**config.mk**
```make
export PLATFORM = sky130hd
export DESIGN_NAME = ssd_share_ctrl
export DESIGN_NICKNAME = d
export VERILOG_FILES = /design/src/rtl/ssd_share_ctrl.sv
export SDC_FILE = /design/constraint.sdc
export NUM_CORES = 1
export LEC_CHECK = 0
export BUFFER_PORTS_ARGS = -buffer_cell sky130_fd_sc_hd__clkbuf_2
export CAP_MARGIN = 30
export CORE_ASPECT_RATIO = 0.5
export CORE_UTILIZATION = 61
export CTS_BUF_LIST = sky130_fd_sc_hd__clkbuf_8
export DETAILED_ROUTE_END_ITERATION = 10
export GPL_ROUTABILITY_DRIVEN = 1
export PLACE_DENSITY = 0.86
export SYNTH_ARGS = -nofsm -noshare
export SYNTH_HDL_FRONTEND = slang
export SYNTH_SLANG_ARGS = --single-unit
```
**constraint.sdc**
```tcl
create_clock -name i_CLK -period 4.82 [get_ports i_CLK]
set_input_delay 0.241 -clock i_CLK [delete_from_list [all_inputs] [get_ports i_CLK]]
set_output_delay 0.241 -clock i_CLK [all_outputs]
set_load 0.005 [all_outputs]
```
**src/rtl/ssd_share_ctrl.sv**
```systemverilog
// ssd_share_ctrl
//   Scan controller and two-way arbiter for a 4-digit seven-segment display.
//   Requesters A and B each offer a 16-bit value (four nibbles, [15:12] is the
//   leftmost digit). One owner at a time is granted the display. The owner's
//   value is latched once per frame and scanned one digit per slot, with a
//   blanking gap at the start of every slot.
//
//   States:
//     IDLE  | nobody owns the display; anodes off, o_Out = 0
//     OWN_A | requester A owns the display
//     OWN_B | requester B owns the display
//
// Ports
//   i_CLK      in   system clock
//   i_RST      in   synchronous reset, active-high
//   i_Req_A    in   requester A wants the display (level)
//   i_Data_A   in   [15:0] A value, [15:12] = leftmost digit
//   i_Req_B    in   requester B wants the display (level)
//   i_Data_B   in   [15:0] B value, same nibble order
//   o_Gnt_A    out  A owns the display
//   o_Gnt_B    out  B owns the display (never together with o_Gnt_A)
//   o_Out      out  [3:0] nibble for the current slot (to the segment decoder)
//   o_Anodes   out  [3:0] active-low anode enables
//   o_Frame    out  one-clock pulse on the last clock of each frame
module ssd_share_ctrl #(
  parameter int TICK_DIV    = 100000,
  parameter int BLANK_CYC   = 1000,
  parameter int HOLD_FRAMES = 4
) (
  input  logic        i_CLK,
  input  logic        i_RST,
  input  logic        i_Req_A,
  input  logic [15:0] i_Data_A,
  input  logic        i_Req_B,
  input  logic [15:0] i_Data_B,
  output logic        o_Gnt_A,
  output logic        o_Gnt_B,
  output logic [3:0]  o_Out,
  output logic [3:0]  o_Anodes,
  output logic        o_Frame
);

  localparam int PW = (TICK_DIV > 2) ? $clog2(TICK_DIV) : 1;
  localparam int HW = (HOLD_FRAMES > 1) ? $clog2(HOLD_FRAMES + 1) : 1;
  localparam logic [PW-1:0] PRE_TOP  = PW'(TICK_DIV - 1);
  localparam logic [HW-1:0] HOLD_MAX = HW'(HOLD_FRAMES);

  typedef enum logic [1:0] {
    IDLE  = 2'd0,
    OWN_A = 2'd1,
    OWN_B = 2'd2
  } state_t;

  logic [PW-1:0] prescaler;
  logic [1:0]    slot;
  state_t        state, state_nxt;
  logic [HW-1:0] hold, hold_nxt;
  logic [HW-1:0] owned_cnt;
  logic          last_b, last_b_nxt;   // 1: B was the most recent owner
  logic [15:0]   snapshot, snapshot_nxt;
  logic          frame_end;
  logic          blank_win;

  assign frame_end = (prescaler == PRE_TOP) && (slot == 2'd3);
  assign blank_win = (int'(prescaler) < BLANK_CYC);

  // Frames owned including the one that is ending now, saturating. Comparing
  // this (rather than the stored count) lets an owner keep the display for
  // exactly HOLD_FRAMES frames before yielding to a waiting requester.
  assign owned_cnt = (hold == HOLD_MAX) ? HOLD_MAX : hold + 1'b1;

  always_ff @(posedge i_CLK) begin
    if (i_RST) begin
      prescaler <= '0;
      slot      <= 2'd0;
      state     <= IDLE;
      hold      <= '0;
      last_b    <= 1'b1;
      snapshot  <= 16'd0;
    end else begin
      if (prescaler == PRE_TOP) begin
        prescaler <= '0;
        slot      <= slot + 2'd1;
      end else begin
        prescaler <= prescaler + 1'b1;
      end
      state    <= state_nxt;
      hold     <= hold_nxt;
      last_b   <= last_b_nxt;
      snapshot <= snapshot_nxt;
    end
  end

  // Arbitration and snapshot capture happen only on the frame-boundary edge,
  // so a grant change and its data always start together at slot 0.
  always_comb begin
    state_nxt    = state;
    hold_nxt     = hold;
    last_b_nxt   = last_b;
    snapshot_nxt = snapshot;
    if (frame_end) begin
      case (state)
        IDLE: begin
          hold_nxt = '0;
          if (i_Req_A && (!i_Req_B || last_b)) begin
            state_nxt = OWN_A;
          end else if (i_Req_B) begin
            state_nxt = OWN_B;
          end
        end
        OWN_A: begin
          if (!i_Req_A) begin
            state_nxt  = i_Req_B ? OWN_B : IDLE;
            hold_nxt   = '0;
            last_b_nxt = 1'b0;
          end else if (i_Req_B && (owned_cnt == HOLD_MAX)) begin
            state_nxt  = OWN_B;
            hold_nxt   = '0;
            last_b_nxt = 1'b0;
          end else begin
            hold_nxt = owned_cnt;
          end
        end
        OWN_B: begin
          if (!i_Req_B) begin
            state_nxt  = i_Req_A ? OWN_A : IDLE;
            hold_nxt   = '0;
            last_b_nxt = 1'b1;
          end else if (i_Req_A && (owned_cnt == HOLD_MAX)) begin
            state_nxt  = OWN_A;
            hold_nxt   = '0;
            last_b_nxt = 1'b1;
          end else begin
            hold_nxt = owned_cnt;
          end
        end
        default: begin
          state_nxt = IDLE;
          hold_nxt  = '0;
        end
      endcase

      case (state_nxt)
        OWN_A:   snapshot_nxt = i_Data_A;
        OWN_B:   snapshot_nxt = i_Data_B;
        default: snapshot_nxt = 16'd0;
      endcase
    end
  end

  always_comb begin
    o_Out    = 4'd0;
    o_Anodes = 4'b1111;
    if (state != IDLE) begin
      case (slot)
        2'd0:    o_Out = snapshot[15:12];
        2'd1:    o_Out = snapshot[11:8];
        2'd2:    o_Out = snapshot[7:4];
        default: o_Out = snapshot[3:0];
      endcase
      if (!blank_win) begin
        case (slot)
          2'd0:    o_Anodes = 4'b0111;
          2'd1:    o_Anodes = 4'b1011;
          2'd2:    o_Anodes = 4'b1101;
          default: o_Anodes = 4'b1110;
        endcase
      end
    end
  end

  assign o_Gnt_A = (state == OWN_A);
  assign o_Gnt_B = (state == OWN_B);
  assign o_Frame = frame_end;

endmodule
```
Word-level counts from Yosys, hierarchy flattened

Index checks and enable logic that the tools add are counted.

Flip-flop bits (word level): 41
Memories kept: 0
Input port bits: 36
Memory bits (writable): 0
Latch bits: 0
Logic and storage cells: 61
ROM bits: 0
Output and inout port bits: 11

$mul: 0
Div/mod/pow operators: 0
Mux-type cells: 27
Add/subtract/negate cells: 3
Shift operators: 0
Reduce and logical (&&, ||, !) cells: 12
Equality and inequality tests: 12
Magnitude comparators: 1
Bitwise operators: 0

Operators by type and width:

| operator                                             | count |
|---|---|
| one-hot mux 16 bit (2 select lines)                  | 1 |
| one-hot mux 4 bit (3 select lines)                   | 2 |
| adder 17 x 1 -> 17 bit, second input constant        | 1 |
| == test 17 bit, second input constant                | 1 |
| < comparator 17 x 10 -> 1 bit, second input constant | 1 |
| two-way mux 2 bit                                    | 8 |
| two-way mux 3 bit                                    | 5 |
| two-way mux 4 bit                                    | 3 |
| == test 2 bit, second input constant                 | 4 |
| == test 2 x 1 -> 1 bit, second input constant        | 3 |
| == test 3 bit, second input constant                 | 2 |
| != test 3 x 2 -> 1 bit, second input constant        | 2 |
| one-hot mux 2 bit (3 select lines)                   | 1 |
| one-hot mux 3 bit (2 select lines)                   | 1 |
| two-way mux 1 bit                                    | 5 |
| logical AND 1 bit                                    | 4 |
| zero test 2 bit                                      | 2 |
| AND reduction 4 bit                                  | 1 |
| nonzero test 2 bit                                   | 2 |
| adder 3 x 1 -> 3 bit, second input constant          | 1 |
| adder 2 x 1 -> 2 bit, second input constant          | 1 |
| one-hot mux 1 bit (2 select lines)                   | 1 |
| OR reduction 2 bit                                   | 1 |
| zero test 1 bit                                      | 1 |
| logical OR 1 bit                                     | 1 |

Depth between registers and ports, before layout

Gate-level depths: netlist of run 1.

Depth after elaboration: 10
Depth in mapped cells: 13
Depth with buffers taken out: 11

Worst setup path before layout of run 1

Ideal clock, no wire load.

Path kind: register to register
From: register hold[0]
To: register snapshot[0]
Required time: 4749 ps
Slack: 2105 ps
Arrival time: 2644 ps
Period minus slack after synthesis: 2715 ps
Buffers on the path: 2
Cell stages (with the launch flop): 14
Path through: dfxtp_1 > inv_1 > ha_1 > nand4b_1 > or4b_1 > o22ai_1 > a21oi_1 > inv_1 > ha_1 > buf_1 > buf_1 > a22oi_1 > or3_1 > a21oi_1

Word-level cells in the longest chain between the ends: 10

Ends and longest elaborated chain:

| what                                                    | RTL line | text |
|---|---|---|
| start, declared                                         | 57       | `logic [HW-1:0] hold, hold_nxt;` |
| start signal, assigned                                  | 88       | `hold <= hold_nxt;` |
| adder 3 x 1 -> 3 bit or == test 3 bit (tied branches)   | 70       | `assign owned_cnt = (hold == HOLD_MAX) ? HOLD_MAX : hold + 1'b1;` |
| two-way mux 3 bit (*)                                   | 70       |  |
| == test 3 bit (*)                                       | 116, 129 |  |
| logical AND 1 bit, on equally long branches             | 129, 116 |  |
| two-way mux 2 bit, on equally long branches             | 129, 116 |  |
| two-way mux 2 bit, on equally long branches             | 125, 112 |  |
| one-hot mux 2 bit (3 select lines) (*)                  | 102      | `case (state)` |
| two-way mux 2 bit (*)                                   | 101      | `if (frame_end) begin` |
| == test 2 bit or == test 2 x 1 -> 1 bit (tied branches) | 143      | `case (state_nxt)` |
| one-hot mux 16 bit (2 select lines) (*)                 | 143      |  |
| end signal, assigned                                    | 90       | `snapshot <= snapshot_nxt;` |
| end, declared                                           | 60       | `logic [15:0] snapshot, snapshot_nxt;` |

Mark *: on every way between the ends. The rest lies on a longest branch, timed or not. The select of a mux whose other input is x is not followed.
A chain may end at the register's enable or synchronous reset.

Final worst setup path of run 1

Same ends and word-level chain as after synthesis.

==> results of run 1 <==
==> power by group <==
group          internal [mW]  total (mW)  switching, mW
clock                  0.153       0.276          0.122
combinational         0.0201      0.0455         0.0254
sequential             0.340       0.342        0.00196
total                  0.514       0.663          0.150
==> through the flow <==
| step | area [um^2] | hold slack [ns] | std cells |
|---|---|---|---|
| floorplan | 2370 | 0.417 | 295 |
| global placement | 2590 | 0.431 | 374 |
| detailed placement | 2590 | 0.430 | 374 |
| CTS | 2700 | 0.352 | 382 |
| global route | 2700 | 0.372 | 382 |
| finish | 2700 | 0.357 | 382 |
==> tightest hold or removal path, stage by stage <==
cell      delay, ns
clkbuf_2       0.08
a22oi_1        0.11
or3_1          0.12
a21oi_1        0.05
==> metal layers <==
metal / up-vias / track usage (%) / wire length [um]
met2: 40 / 48.5 / 2610
met3: 12 / 6.60 / 237
li1: 1127 / - / -
met1: 1051 / 32.9 / 2420
met5: - / 0 / 0
met4: 0 / 11.3 / 106
==> flip-flops by register name, indices dropped and copies added (netlist names) <==
signal and cells:
prescaler 17, last_b 1, hold 3, snapshot 16, state 2, slot 2
==> worst max path at each step <==
stage                  endpoint  slack [ns]  startpoint
floorplan           snapshot[0]        2.11     hold[0]
global placement    snapshot[3]        2.04     hold[0]
detailed placement  snapshot[0]        1.91     hold[0]
CTS                 snapshot[0]        1.90     hold[0]
global route        snapshot[2]        1.66     hold[0]
finish              snapshot[0]        1.88     hold[0]
==> final cells by class <==
| type | instances | area, um^2 |
|---|---|---|
| fillers | 283 | 866 |
| clock inverters | 3 | 42.5 |
| flip-flops and latches | 41 | 821 |
| clock buffers | 5 | 68.8 |
| well taps | 51 | 63.8 |
| multi-input cells | 225 | 1430 |
| inverters | 11 | 41.3 |
| repair buffers | 46 | 230 |
==> Yosys cell counts, types with 2 or more instances <==
cell / number
buf_1: 2
nor2_1: 33
o21ai_0: 2
inv_1: 11
ha_1: 14
nand4_1: 6
or3_1: 17
nand3_1: 7
clkbuf_1: 14
a2bb2oi_1: 2
a22oi_1: 16
nor4_1: 5
nor3b_1: 2
a211oi_1: 3
dfxtp_1: 41
or4b_1: 3
nand3b_1: 2
or4bb_1: 2
and2_1: 3
xnor2_1: 8
nand2b_1: 2
nor3_1: 3
and3_1: 3
xor2_1: 8
nand4b_1: 4
nand2_1: 33
o22ai_1: 2
a222oi_1: 4
a21oi_1: 30
==> cell families after synthesis <==
group                    synth area share [%]
AND/OR/NAND/NOR                          29.4
XOR/XNOR                                 5.91
adder cells (fa/ha/maj)                  7.39
buffers and inverters                    4.96
flip-flops                               34.6
AO/OA/AOI/OAI                            17.7
==> summary.md, run 1 <==
| Metric | Value |
|---|---|
| Cell count along the critical path | `11` |
| IO Count | `47` |
| Clk_skew | `around 0.0064 ns` |
| Most frequent cells in the layout | `46 x clkbuf_2, 41 x dfxtp_1, 33 x nand2_1, 33 x nor2_1, 30 x a21oi_1` |
| Worst-path fanout max | `16` |
| Crit path buffers/inverters | `2` |
| Netlist Area Pre-Place | `2370 um^2` |
| Inserted Diodes | `0` |
| Share of layout cells above drive strength 1 | `between 15 and 20%` |
| CTS HTree Levels | `2` |
| Post-Synthesis Cells | `around 300` |
| Area delta synth->final | `13.9%` |
| GRT Util Overall | `27.2%` |
| Slew margin rel. | `about three fifths` |
| Die area | `about 4200 um^2` |
| Iter 0 DRT Violations | `roughly 170` |
| Layout Utilization | `about three quarters` |
| RSZ-0062 raised after global routing | `false` |
| Synth area leaders | `dfxtp_1 35%, ha_1 7.4%, a21oi_1 6.3%, nand2_1 5.2%, nor2_1 5.2%` |
| Most common flop cell mapped by yosys | `dfxtp_1` |
| Post_cts resized | `0` |
| DRT Pass-1 Iters | `5` |
| Mean Syn Cell Area | `approximately 8 um^2` |
| Residual DRC count | `0` |
| Synth Register Bits | `between 40 and 50` |
| Worst reg2reg path endpoint | `snapshot[0]` |
| Chip width | `~90 um` |
| Antenna violations before repair | `0` |
| PnR Total Power | `663 uW` |
| Routability cong. | `just over 0.9` |
| # nets final | `380` |
| Slowest cell on crit path | `ha_1` |
| Clock Path Buffers | `2` |
| Max-cap violations | `0` |
| Hold EP | `snapshot[14]` |
| Pins Over Slew Limit | `0` |
| Vias in the first global route | `around 2.0k` |
| Slowest stage delay, CP | `roughly 0.50 ns` |
| Critical Path Sink Type | `flip-flop` |
| Worst R2R Start | `hold[0]` |
| Clk sinks | `41` |
| Post-Syn Nets | `~350` |
| WL final | `around 5400 um` |
| Most common cell after layout, fill and taps aside | `clkbuf_2` |
| WL per Instance | `~14 um` |
| Via count | `between 2k and 2.5k` |
| Peak VDD IR | `~0.22 mV` |
| Post-CTS setup buffers | `0` |
| # setup viols final | `0` |
| Leakage | `1.02 nW` |
| DPL Wire Length | `~3900 um` |
| WHS Path Cells | `4` |
| Period utilisation layout | `between 60 and 70%` |
| Area fraction of the dominant cell type after synthesis | `34.6%` |
| Post-Route Setup TNS | `0 ns` |
| Final setup margin | `~1.9 ns` |
| CTS tree | `yes` |
| Synth area leader | `dfxtp_1` |
| Critical path class | `reg -> reg` |
| CTS Hold Bufs | `0` |
| Least-Margin Pin Slew | `between 0.5 and 0.6 ns` |
| Fmax | `about 340 MHz` |
| Hold path startpoint | `i_Data_A[14]` |
| Reg2reg path depth | `11` |
| First-pass GRT wire length | `about 8800 um` |
| Power per cell area | `246 nW/um^2` |
| Pre-CTS setup slack | `roughly 1.9 ns` |
| FF-to-FF setup slack | `between 1.5 and 2 ns` |
| Critical Path Start Type | `flip-flop` |
| Cell Chain, Critical Path | `inv_1, ha_1, nand4b_1, or4b_1, o22ai_1, a21oi_1, inv_1, ha_1, a22oi_1, or3_1, a21oi_1` |
| PortBufs | `46` |
| Yosys synthesis warning count | `0` |
| Min cycle time layout | `approximately 3 ns` |
| Async set or reset register ratio after synthesis | `0%` |
| Worst skew pair latency | `~0.30 ns` |
| DRT antenna net count | `0` |
| Yosys cell types | `42` |
| Core region area | `between 3000 and 4000 um^2` |
| Starting Density | `about two thirds` |
| CTS Buf Count | `5` |
| Delay-heaviest family, CP | `simple AND/OR/NAND/NOR gates` |
| Clk slew on worst S/H paths | `about 0.08 ns` |
| Number of synthesized flops with an enable pin | `0` |
| Type of the most critical hold path | `in -> reg` |
| WP data arrival | `3.16 ns` |
| Final Hold Viols | `0` |
| Vias per inst | `between 5 and 6` |
| Die height | `46.1 um` |
| Outcome | `completed` |
| Remaining global-route overflow | `0` |
| Cell Rows | `15` |
| Largest net degree at the start of global routing | `37` |
| CTS root buf | `clkbuf_8` |
| Worst endpoint required time | `5.04 ns` |
| Register area share after synthesis | `approximately a third` |
Note: power is estimated with default switching activity, not from simulation.
==> run 2: changes to the inputs <==
ABC_AREA = 1   (was unset)
CORE_UTILIZATION = 58   (was 61)
PLACE_DENSITY = 0.82   (was 0.86)
clock period = 2.85 ns   (was 4.82 ns; I/O delays follow)
==> run 2 against run 1 <==
Compared with the run above: global-route usage down 4.1 points; combinational power up 98%; setup slack lost 1.6 ns; clock skew shrank 0.0027 ns; register-to-register slack got worse by 1.6 ns; area after synthesis grew 9.7%; critical path depth increased by 4; first-iteration DRC count down 32%; clock power increased by 33%; count of clock-buffer cells in the layout stayed put; via count up 5.0%; worst hold slack got worse by 0.067 ns; largest cell class unchanged.
==> summary.md, run 2 <==
| Metric | Value |
|---|---|
| WL final | `between 5000 and 6000 um` |
| Least-Margin Pin Slew | `roughly 0.62 ns` |
| Residual DRC count | `0` |
| Inserted Diodes | `0` |
| Clk_skew | `approximately 0.0037 ns` |
| DRT Pass-1 Iters | `5` |
| Most common flop cell mapped by yosys | `dfxtp_1` |
| Outcome | `completed` |
| Worst R2R Start | `hold[0]` |
| Biggest regs | `prescaler x17, snapshot x16, hold x3` |
| Worst endpoint required time | `just over 3 ns` |
| Remaining global-route overflow | `0` |
| Worst skew pair latency | `about 0.3 ns` |
| # nets final | `443` |
| Fmax | `396 MHz` |
| Post-Route Setup TNS | `0 ns` |
| Most frequent cell after synthesis | `nand2_1` |
| Slew margin rel. | `between 50% and 60%` |
| Post_cts resized | `0` |
| Hold path startpoint | `i_Data_A[0]` |
| Finished Cell Area | `between 2000 and 3000 um^2` |
| Async set or reset register ratio after synthesis | `0%` |
| Crit path buffers/inverters | `2` |
| Setup crit end | `snapshot[8]` |
| Critical path class | `reg -> reg` |
| Post-Synthesis Cells | `about 350` |
| FF-to-FF setup slack | `0.33 ns` |
| Slowest stage delay, CP | `approximately 0.47 ns` |
| Cell count along the critical path | `15` |
| Vias per inst | `5.23` |
| Iter 0 DRT Violations | `roughly 120` |
| Pre-CTS setup slack | `roughly 0.36 ns` |
| Largest net degree at the start of global routing | `37` |
| CTS root buf | `clkbuf_8` |
| Fill count | `346` |
| Most frequent cells in the layout | `78 x nand2_1, 46 x clkbuf_2, 41 x dfxtp_1` |
| Netlist Area Pre-Place | `between 2000 and 3000 um^2` |
| Min cycle time layout | `roughly 2.5 ns` |
| Antenna violations before repair | `0` |
| Register area share after synthesis | `31.6%` |
| # setup viols final | `0` |
| PortBufs | `46` |
| Pins Over Slew Limit | `0` |
| Cell Rows | `16` |
| Routability cong. | `about 0.88` |
| Biggest register | `prescaler` |
| Synth area leaders | `dfxtp_1 32%, nand2_1 11%, ha_1 6.7%, inv_1 5.5%, a22o_1 5.4%` |
| Area fraction of the dominant cell type after synthesis | `a little under a third` |
| WP data arrival | `approximately 2.8 ns` |
| Cell Chain, Critical Path | `inv_1, ha_1, a21oi_1, nand3_1, nand2_1, nand2_1, nand3_1, nand2_1, inv_1, ha_1, a22o_1, nand2_1, nand2_2, o21ai_2, nor2_2` |
| Post-Syn Nets | `roughly 400` |
| Type of the most critical hold path | `in -> reg` |
| CTS HTree Levels | `2` |
| Synth Register Bits | `41` |
| Max-cap violations | `0` |
| RSZ-0062 raised after global routing | `false` |
| Clock Path Buffers | `2` |
| Largest register FFs | `17` |
| WL per Instance | `about 12 um` |
| Power per cell area | `around 360 nW/um^2` |
| Area delta synth->final | `11.2%` |
| Worst reg2reg path endpoint | `snapshot[8]` |
| Critical Path Start Type | `flip-flop` |
| Slowest cell on crit path | `ha_1` |
| Vias in the first global route | `2113` |
| DRT antenna net count | `0` |
| PnR Total Power | `1.04 mW` |
| Mean Syn Cell Area | `7.41 um^2` |
| Layout Utilization | `70.5%` |
| Most instantiated cells after synthesis | `78 x nand2_1, 41 x dfxtp_1, 38 x inv_1, 21 x a21oi_1, 20 x nor2_2` |
| Worst-path fanout max | `16` |
| CTS tree | `yes` |
| Die height | `around 49 um` |
| Peak VDD IR | `around 0.18 mV` |
| DPL Wire Length | `between 4000 and 5000 um` |
| Core region area | `just over 4000 um^2` |
| Placed Instance Area | `roughly 2800 um^2` |
| Yosys cell types | `33` |
| Delay-heaviest family, CP | `adder cells` |
| Via count | `~2.3k` |
| Critical Path Sink Type | `flip-flop` |
| Worst path most repeated cell | `nand2_1` |
| Final setup margin | `around 0.33 ns` |
| CTS Hold Bufs | `0` |
| Leakage | `1.21 nW` |
| Synth area leader | `dfxtp_1` |
| IO Count | `47` |
| Post-CTS setup buffers | `0` |
| Yosys synthesis warning count | `0` |
| Die area | `4770 um^2` |
| Share of layout cells above drive strength 1 | `~28%` |
| Clk slew on worst S/H paths | `about 0.080 ns` |
| Clk sinks | `slightly above 40` |
| CTS Buf Count | `5` |
| Crit path launch | `hold[0]` |
| Final Hold Viols | `0` |
| Reg2reg path depth | `15` |
| Chip width | `approximately 97 um` |
| GRT Util Overall | `between 20% and 30%` |
| Starting Density | `between 60% and 70%` |
| Most common cell after layout, fill and taps aside | `nand2_1` |
| Period utilisation layout | `between 80% and 90%` |
| Number of synthesized flops with an enable pin | `0` |
| First-pass GRT wire length | `~9000 um` |
==> run 2: worst min-delay path by stage <==
stage	endpoint	cells after the start
5_1_grt	snapshot[7]	6
3_5_place_dp	last_b	2
6_report	snapshot[0]	6
4_1_cts	snapshot[7]	6
2_1_floorplan	last_b	2
3_3_place_gp	prescaler[0]	1
==> run 2: cells by family (layout without fill, tap and decap cells) <==
family | after synthesis | count (layout) | share of synthesized area [%]
adder cells (fa/ha/maj) | 14 | 14 | 6.73
XOR/XNOR | 3 | 3 | 1.01
buffers and inverters | 52 | 95 | 9.33
AND/OR/NAND/NOR | 164 | 164 | 31.2
flip-flops | 41 | 41 | 31.6
AO/OA/AOI/OAI | 77 | 77 | 20.2
==> run 2: metrics by stage <==
| step | hold slack [ns] | std cells |
|---|---|---|
| 6_report | 0.290 | 448 |
| 5_1_grt | 0.298 | 448 |
| 4_1_cts | 0.289 | 448 |
| 3_5_place_dp | 0.443 | 440 |
| 3_3_place_gp | 0.430 | 440 |
| 2_1_floorplan | 0.297 | 351 |
==> run 2: layout make-up <==
| type | count | area, um^2 | area share, % |
|---|---|---|---|
| Timing Repair Buffer | 46 | 230 | 7.96 |
| Multi-Input combinational cell | 258 | 1540 | 53.2 |
| Sequential cell | 41 | 821 | 28.4 |
| Clock inverter | 3 | 13.8 | 0.476 |
| Tap cell | 54 | 67.6 | 2.34 |
| Inverter | 41 | 154 | 5.32 |
| Clock buffer | 5 | 68.8 | 2.38 |
==> run 2: power by group <==
group / switching (mW) / internal [mW]
Sequential: 0.00215 / 0.576
Clock: 0.202 / 0.166
Combinational: 0.0506 / 0.0394
==> run 2: per-layer routing <==
metal  vias up  GRT usage, %  part of all wire, %
met4         0          9.20                  1.9
met2        72          40.4                   45
met3         8          4.87                  4.8
li1       1235             -                    -
met1      1027          28.2                   48
met5         -             0                    0
==> run 2: worst reg2reg max path, cell delays in order (launching register included) <==
cell,delay (ns)
dfxtp_1,0.38
inv_1,0.07
ha_1,0.31
a21oi_1,0.17
nand3_1,0.15
nand2_1,0.09
nand2_1,0.05
nand3_1,0.06
nand2_1,0.10
inv_1,0.07
ha_1,0.47
a22o_1,0.25
nand2_1,0.07
nand2_2,0.10
o21ai_2,0.05
nor2_2,0.08
